--- config.mk ---
export PLATFORM = sky130hd
export DESIGN_NAME = dmem_arbiter_flat
export DESIGN_NICKNAME = d
export VERILOG_FILES = /design/src/rtl/dmem_arbiter_pkg.sv /design/src/rtl/dmem_arbiter_if.sv /design/src/rtl/dmem_arbiter_rr_arb2.sv /design/src/rtl/dmem_arbiter.sv /design/src/flat_wrapper.sv
export SDC_FILE = /design/constraint.sdc
export NUM_CORES = 1
export LEC_CHECK = 0
export CORE_ASPECT_RATIO = 1.1
export CORE_MARGIN = 2
export CORE_UTILIZATION = 25
export DETAILED_ROUTE_END_ITERATION = 10
export SLEW_MARGIN = 30
export SYNTH_ARGS = -nofsm -noshare
export SYNTH_HDL_FRONTEND = slang
export SYNTH_SLANG_ARGS = --single-unit
--- constraint.sdc ---
create_clock -name clk -period 1.4 [get_ports clk]
set_input_delay 0.28 -clock clk [delete_from_list [all_inputs] [get_ports clk]]
set_output_delay 0.28 -clock clk [all_outputs]
set_load 0.1 [all_outputs]
--- src/rtl/dmem_arbiter_pkg.sv ---
// Shared definitions for the data-memory arbiter: widths, RISC-V load/store
// funct3 codes, FSM encoding and the access legality rule.
package dmem_arbiter_pkg;

    localparam int ADDR_W = 8;
    localparam int DATA_W = 32;

    localparam logic [2:0] F3_LB  = 3'b000;
    localparam logic [2:0] F3_LH  = 3'b001;
    localparam logic [2:0] F3_LW  = 3'b010;
    localparam logic [2:0] F3_LBU = 3'b100;
    localparam logic [2:0] F3_LHU = 3'b101;
    localparam logic [2:0] F3_SB  = 3'b000;
    localparam logic [2:0] F3_SH  = 3'b001;
    localparam logic [2:0] F3_SW  = 3'b010;

    typedef enum logic [1:0] {
        ST_IDLE   = 2'd0,
        ST_ACCESS = 2'd1,
        ST_RESP   = 2'd2
    } state_t;

    // Natural alignment also guarantees a multi-byte access never wraps past the top address.
    function automatic logic access_legal(input logic we, input logic [2:0] f3,
                                          input logic [ADDR_W-1:0] addr);
        logic ok;
        ok = 1'b0;
        if (we) begin
            case (f3)
                F3_SB:   ok = 1'b1;
                F3_SH:   ok = ~addr[0];
                F3_SW:   ok = (addr[1:0] == 2'b00);
                default: ok = 1'b0;
            endcase
        end else begin
            case (f3)
                F3_LB, F3_LBU: ok = 1'b1;
                F3_LH, F3_LHU: ok = ~addr[0];
                F3_LW:         ok = (addr[1:0] == 2'b00);
                default:       ok = 1'b0;
            endcase
        end
        return ok;
    endfunction

endpackage

--- src/rtl/dmem_arbiter_if.sv ---
// One requester port of the data-memory arbiter.
// Handshake: req is raised with we/funct3/addr/wdata and held until ack pulses
// for one cycle; err/rdata are valid with that ack. req may drop or change at
// the edge that ends the ack cycle.
interface dmem_arbiter_if;
    import dmem_arbiter_pkg::*;

    logic              req;
    logic              we;
    logic [2:0]        funct3;
    logic [ADDR_W-1:0] addr;
    logic [DATA_W-1:0] wdata;
    logic              ack;
    logic              err;
    logic [DATA_W-1:0] rdata;

    modport master (output req, we, funct3, addr, wdata, input ack, err, rdata);
    modport slave  (input req, we, funct3, addr, wdata, output ack, err, rdata);

endinterface

--- src/rtl/dmem_arbiter_rr_arb2.sv ---
// Two-way round-robin arbiter: one-hot grant, favouring the port not served
// last when both request.
module rr_arb2 (
    input  logic       clk,
    input  logic       rst,
    input  logic [1:0] req,
    input  logic       upd,
    output logic [1:0] grant
);

    logic last_grant;

    always_ff @(posedge clk) begin
        if (!rst)
            last_grant <= 1'b1;
        else if (upd && (grant != 2'b00))
            last_grant <= grant[1];
    end

    always_comb begin
        grant = req;
        if (req == 2'b11)
            grant = last_grant ? 2'b01 : 2'b10;
    end

endmodule

--- src/rtl/dmem_arbiter.sv ---
// Two-port arbiter and access sequencer for the shared byte-addressed data
// memory; illegal accesses are answered with err and never reach memory.
module dmem_arbiter
    import dmem_arbiter_pkg::*;
(
    input  logic              clk,
    input  logic              rst,
    dmem_arbiter_if.slave     p0,
    dmem_arbiter_if.slave     p1,
    output logic [2:0]        mem_funct3,
    output logic              mem_read,
    output logic              mem_write,
    output logic [ADDR_W-1:0] mem_addr,
    output logic [DATA_W-1:0] mem_wdata,
    input  logic [DATA_W-1:0] mem_rdata,
    output state_t            state_dbg
);

    state_t state, state_nxt;

    logic [1:0]        req, grant;
    logic              grant_upd, any_grant;
    logic              win_port, win_we, win_legal;
    logic [2:0]        win_f3;
    logic [ADDR_W-1:0] win_addr;
    logic [DATA_W-1:0] win_wdata;

    logic              lat_port, lat_we, lat_err;
    logic [2:0]        lat_f3;
    logic [ADDR_W-1:0] lat_addr;
    logic [DATA_W-1:0] lat_wdata;
    logic [DATA_W-1:0] rdata0_q, rdata1_q;
    logic              ack0, ack1, err0, err1;

    assign req       = {p1.req, p0.req};
    assign grant_upd = (state == ST_IDLE);
    assign any_grant = |grant;

    rr_arb2 u_arb (
        .clk   (clk),
        .rst   (rst),
        .req   (req),
        .upd   (grant_upd),
        .grant (grant)
    );

    always_comb begin
        win_port  = grant[1];
        win_we    = grant[1] ? p1.we     : p0.we;
        win_f3    = grant[1] ? p1.funct3 : p0.funct3;
        win_addr  = grant[1] ? p1.addr   : p0.addr;
        win_wdata = grant[1] ? p1.wdata  : p0.wdata;
        win_legal = access_legal(win_we, win_f3, win_addr);
    end

    always_ff @(posedge clk) begin
        if (!rst)
            state <= ST_IDLE;
        else
            state <= state_nxt;
    end

    always_comb begin
        state_nxt = state;
        case (state)
            ST_IDLE:   if (any_grant) state_nxt = win_legal ? ST_ACCESS : ST_RESP;
            ST_ACCESS: state_nxt = ST_RESP;
            ST_RESP:   state_nxt = ST_IDLE;
            default:   state_nxt = ST_IDLE;
        endcase
    end

    // Request capture and read-data return; rejected grants clear rdata before their ack.
    always_ff @(posedge clk) begin
        if (!rst) begin
            lat_port  <= 1'b0;
            lat_we    <= 1'b0;
            lat_err   <= 1'b0;
            lat_f3    <= 3'b000;
            lat_addr  <= '0;
            lat_wdata <= '0;
            rdata0_q  <= '0;
            rdata1_q  <= '0;
        end else begin
            if (state == ST_IDLE && any_grant) begin
                lat_port  <= win_port;
                lat_we    <= win_we;
                lat_err   <= ~win_legal;
                lat_f3    <= win_f3;
                lat_addr  <= win_addr;
                lat_wdata <= win_wdata;
                if (!win_legal) begin
                    if (win_port) rdata1_q <= '0;
                    else          rdata0_q <= '0;
                end
            end
            if (state == ST_ACCESS) begin
                if (lat_port) rdata1_q <= lat_we ? '0 : mem_rdata;
                else          rdata0_q <= lat_we ? '0 : mem_rdata;
            end
        end
    end

    always_comb begin
        mem_funct3 = 3'b000;
        mem_read   = 1'b0;
        mem_write  = 1'b0;
        mem_addr   = '0;
        mem_wdata  = '0;
        ack0       = 1'b0;
        ack1       = 1'b0;
        err0       = 1'b0;
        err1       = 1'b0;
        case (state)
            ST_ACCESS: begin
                mem_funct3 = lat_f3;
                mem_read   = ~lat_we;
                // Gated by reset so an aborted store never commits.
                mem_write  = lat_we & rst;
                mem_addr   = lat_addr;
                mem_wdata  = lat_wdata;
            end
            ST_RESP: begin
                ack0 = ~lat_port;
                ack1 = lat_port;
                err0 = ~lat_port & lat_err;
                err1 = lat_port & lat_err;
            end
            default: ;
        endcase
    end

    assign p0.ack   = ack0;
    assign p1.ack   = ack1;
    assign p0.err   = err0;
    assign p1.err   = err1;
    assign p0.rdata = rdata0_q;
    assign p1.rdata = rdata1_q;
    assign state_dbg = state;

endmodule

--- src/flat_wrapper.sv ---
// flat-port wrapper written by rule: the top's interface ports become plain ports
module dmem_arbiter_flat import dmem_arbiter_pkg::*;
  (clk, rst, mem_funct3, mem_read, mem_write, mem_addr, mem_wdata, mem_rdata, state_dbg, p0_req, p0_we, p0_funct3, p0_addr, p0_wdata, p0_ack, p0_err, p0_rdata, p1_req, p1_we, p1_funct3, p1_addr, p1_wdata, p1_ack, p1_err, p1_rdata);
  dmem_arbiter_if p0_i ();
  dmem_arbiter_if p1_i ();
  input  logic clk;
  input  logic rst;
  output logic [2:0] mem_funct3;
  output logic mem_read;
  output logic mem_write;
  output logic [ADDR_W-1:0] mem_addr;
  output logic [DATA_W-1:0] mem_wdata;
  input  logic [DATA_W-1:0] mem_rdata;
  output state_t state_dbg;
  input wire logic [$bits(p0_i.req)-1:0] p0_req;
  input wire logic [$bits(p0_i.we)-1:0] p0_we;
  input wire logic [$bits(p0_i.funct3)-1:0] p0_funct3;
  input wire logic [$bits(p0_i.addr)-1:0] p0_addr;
  input wire logic [$bits(p0_i.wdata)-1:0] p0_wdata;
  output wire logic [$bits(p0_i.ack)-1:0] p0_ack;
  output wire logic [$bits(p0_i.err)-1:0] p0_err;
  output wire logic [$bits(p0_i.rdata)-1:0] p0_rdata;
  input wire logic [$bits(p1_i.req)-1:0] p1_req;
  input wire logic [$bits(p1_i.we)-1:0] p1_we;
  input wire logic [$bits(p1_i.funct3)-1:0] p1_funct3;
  input wire logic [$bits(p1_i.addr)-1:0] p1_addr;
  input wire logic [$bits(p1_i.wdata)-1:0] p1_wdata;
  output wire logic [$bits(p1_i.ack)-1:0] p1_ack;
  output wire logic [$bits(p1_i.err)-1:0] p1_err;
  output wire logic [$bits(p1_i.rdata)-1:0] p1_rdata;
  assign p0_i.req = p0_req;
  assign p0_i.we = p0_we;
  assign p0_i.funct3 = p0_funct3;
  assign p0_i.addr = p0_addr;
  assign p0_i.wdata = p0_wdata;
  assign p0_ack = p0_i.ack;
  assign p0_err = p0_i.err;
  assign p0_rdata = p0_i.rdata;
  assign p1_i.req = p1_req;
  assign p1_i.we = p1_we;
  assign p1_i.funct3 = p1_funct3;
  assign p1_i.addr = p1_addr;
  assign p1_i.wdata = p1_wdata;
  assign p1_ack = p1_i.ack;
  assign p1_err = p1_i.err;
  assign p1_rdata = p1_i.rdata;
  dmem_arbiter u_core (.clk(clk), .rst(rst), .p0(p0_i), .p1(p1_i), .mem_funct3(mem_funct3), .mem_read(mem_read), .mem_write(mem_write), .mem_addr(mem_addr), .mem_wdata(mem_wdata), .mem_rdata(mem_rdata), .state_dbg(state_dbg));
endmodule
==> flow_summary.json <==
{
  "status": "complete, but fails checks",
  "violations": "setup timing",
  "hold_path_class": "input pin to flop",
  "whs_endpoint": "u_core.lat_f3[2]$_SDFFE_PN0P_",
  "die_x_um": 132.6,
  "gp_congestion": 0.8123,
  "synth_nets": 550,
  "routed.top_layer": "met5",
  "cp-start-kind": "flop",
  "num_vias": 4783,
  "drt_iter0_drc": 143,
  "area_delta_synth_final_pct": 134.0,
  "p_comb_frac": 0.310,
  "viasPerCell": 4.793,
  "grt_max_degree": 33,
  "path_max_fanout": 7,
  "insertion_delay_ns": 0.41,
  "period_share": 1.368,
  "timing.rr.start": "u_core.state_dbg[1]$_SDFFE_PN0P_",
  "power_frac_clock": 0.391,
  "cts.reportedPaths.clkPinSlew_ns": 0.05,
  "async_reset_ff_frac": 0,
  "switchingPower_mw": 3.635,
  "yosysWarnings": 0,
  "drc": 0,
  "place_ws_ns": -0.8681,
  "start_util": 0.2563,
  "ant_nets": 0,
  "maxCapViolCount": 0,
  "port_buffers": 238,
  "fp.coreArea_um2": 17740,
  "grt_pass1_vias": 4942,
  "synth-xor-area-share": 0,
  "ios": 239,
  "grtUsageTotal": 0.1866,
  "grt_overflow": 0,
  "wl_per_cell_um": 18.75,
  "wl_um": 18710,
  "wl_met3_um": 1227,
  "setup_viol": 162,
  "clock_sinks": 113,
  "hold_depth": 3,
  "met1_length_um": 7115,
  "htree_levels": 4,
  "synth.ff_latch_count": 113,
  "numCtsBuffers": 17,
  "swShare": 0.2973,
  "syn_area_um2": 4547,
  "critical_path_class": "flop to output pin",
  "drive_gt1_frac": 0.4493,
  "leakagePower_nw": 4.280,
  "fp.dieArea_um2": 19280,
  "die_y_um": 145.4,
  "antenna_found_initial": 2,
  "cts_tree": "yes",
  "row_count": 51,
  "synth_compound_area_frac": 0.2248,
  "reg2reg_depth": 7,
  "power_density_nw_per_um2": 1149,
  "finalHoldViolCount": 0,
  "hpwl_um": 11610,
  "synth_edf_count": 0,
  "root_buffer": "clkbuf_16",
  "drtPass1Iterations": 6,
  "r2r-end": "u_core.p0.rdata[22]$_SDFF_PN0_",
  "synth_top_cells_by_count": "113 x dfxtp_1, 64 x a22o_1, 49 x nor2_1",
  "rsz0062_at_grt": "yes",
  "met2WireLength_um": 9805,
  "synthAdderAreaFrac": 0,
  "synth.largest_area_cell": "dfxtp_1",
  "synth_most_common_cell": "dfxtp_1",
  "skew_ns": 0.006360,
  "placed_area_um2": 8783,
  "final_area_um2": 10640,
  "grt_pass1_wl_um": 27890,
  "worst_slack_ns": -0.5153,
  "crit_arrival_ns": 1.64,
  "finalCriticalPeriod_ns": 1.915,
  "synth_top_family_by_area": "compound AO/OA/AOI/OAI gates",
  "ys.flop_type": "dfxtp_1",
  "required_ns": 1.12,
  "peakVddDrop_mv": 0.7915,
  "postSynthAreaPerCell_um2": 10.67,
  "drv_slew": 0,
  "synth_mux_area_frac": 0.09686,
  "final_nets": 870,
  "post-route-util": 0.5999,
  "synth_top_area_share": 0.4975,
  "worst_pin_slew_ns": 0.3331,
  "seq_power_share": 0.299,
  "hold_path_startpoint": "p1_funct3[2]",
  "fmax_ghz": 0.5221,
  "ys_types": 34,
  "synthesis.instances": 426,
  "cts_buffer_depth": 2,
  "synth.area.top_cells": "dfxtp_1 50%, a22o_1 12%, mux2i_1 9.7%, a211oi_1 7.3%, and2_1 6.2%",
  "r2r_setup_slack_ns": -0.42,
  "power_mw": 12.23,
  "yosys.area_share.simple": 0.1343,
  "slew_headroom": 0.7775,
  "end_kind": "output pin",
  "yosysSeqAreaShare": 0.4975,
  "p_int_mw": 8.591
}
stage by stage:
| stage | hold slack, ns | std cells | setup TNS (ns) |
|---|---|---|---|
| after floorplan | 0.4015 | 426 | -32.19 |
| after global placement | 0.4858 | 908 | -76.93 |
| after detailed placement | 0.4912 | 908 | -79.36 |
| after CTS | 0.4511 | 983 | -51.69 |
| after global routing | 0.4473 | 997 | -58.12 |
| final | 0.4415 | 998 | -49.50 |
layout make-up:
type	instances	area, µm²
well taps	238	297.8
clock buffers	18	429.2
fillers	1370	7098
repair buffers	337	4959
clock inverters	14	227.7
multi-input cells	276	2447
diodes	1	2.502
inverters	1	3.754
flip-flops and latches	113	2275
registers in the layout, indices dropped and copies added, names as in the netlist:
name                     count
u_core.lat_port              1
u_core.lat_we                1
u_core.lat_err               1
u_core.lat_addr              8
u_core.lat_f3                3
u_core.u_arb.last_grant      1
u_core.p1.rdata             32
u_core.lat_wdata            32
u_core.state_dbg             2
u_core.p0.rdata             32
placed cells by master (no fill, tap or decap), types with 5 or more instances in the layout:
cell | synthesis | layout
buf_12 | 0 | 133
mux2i_1 | 44 | 40
buf_16 | 0 | 12
a22o_1 | 64 | 64
dfxtp_1 | 113 | 109
clkdlybuf4s50_1 | 0 | 118
bufinv_16 | 0 | 5
buf_6 | 6 | 25
a211oi_2 | 0 | 16
clkbuf_16 | 0 | 21
a211oi_1 | 44 | 28
and2_4 | 0 | 45
buf_4 | 5 | 36
nor2_1 | 49 | 44
worst max-delay path by stage:
stage,startpoint,to,slack [ns]
after floorplan,u_core.state_dbg[1]$_SDFFE_PN0P_,p0_err,-0.84
after global placement,p0_req,u_core.state_dbg[1]$_SDFFE_PN0P_,-0.87
after detailed placement,p0_req,u_core.state_dbg[1]$_SDFFE_PN0P_,-0.87
after CTS,u_core.state_dbg[1]$_SDFFE_PN0P_,mem_addr[4],-0.53
after global routing,u_core.state_dbg[1]$_SDFFE_PN0P_,mem_wdata[13],-0.57
final,u_core.state_dbg[1]$_SDFFE_PN0P_,mem_addr[0],-0.52
per-layer routing:
layer / global-route usage / up-vias
met5: 0 / -
met4: 0.08817 / 2
met3: 0.05573 / 42
met2: 0.3254 / 224
met1: 0.2076 / 2287
li1: - / 2228
power groups by stage:
stage / Sequential, mW / Clock [mW] / Combinational (mW)
floorplan: 4.05 / 0 / 1.19
global placement: 3.70 / 0 / 2.72
detailed placement: 3.71 / 0 / 2.76
CTS: 3.65 / 4.88 / 3.66
global route: 3.68 / 5.04 / 3.94
finish: 3.65 / 4.78 / 3.79
kinds of logic after synthesis:
kind of cell           count (synthesis)
DFF                                  113
and+or+nand+nor                      111
muxes                                 44
AOI/OAI and AO/OA                    121
buffers and inverters                 37
timing repair:
action | CTS | global route
buffers inserted | 25 | 16
pin swaps | 44 | 34
gates cloned | 19 | 5
resized for setup | 68 | 37
setup endpoints to repair | 161 | 162
hold buffers | 0 | 0
critical path: stages (launching register included):
cell       delay, ns
dfxtp_4         0.34
buf_6           0.11
nor2b_4         0.16
buf_12          0.15
clkbuf_16       0.15
and2_4          0.14
buf_12          0.16
No activity file was read; power rests on OpenSTA's default activity.
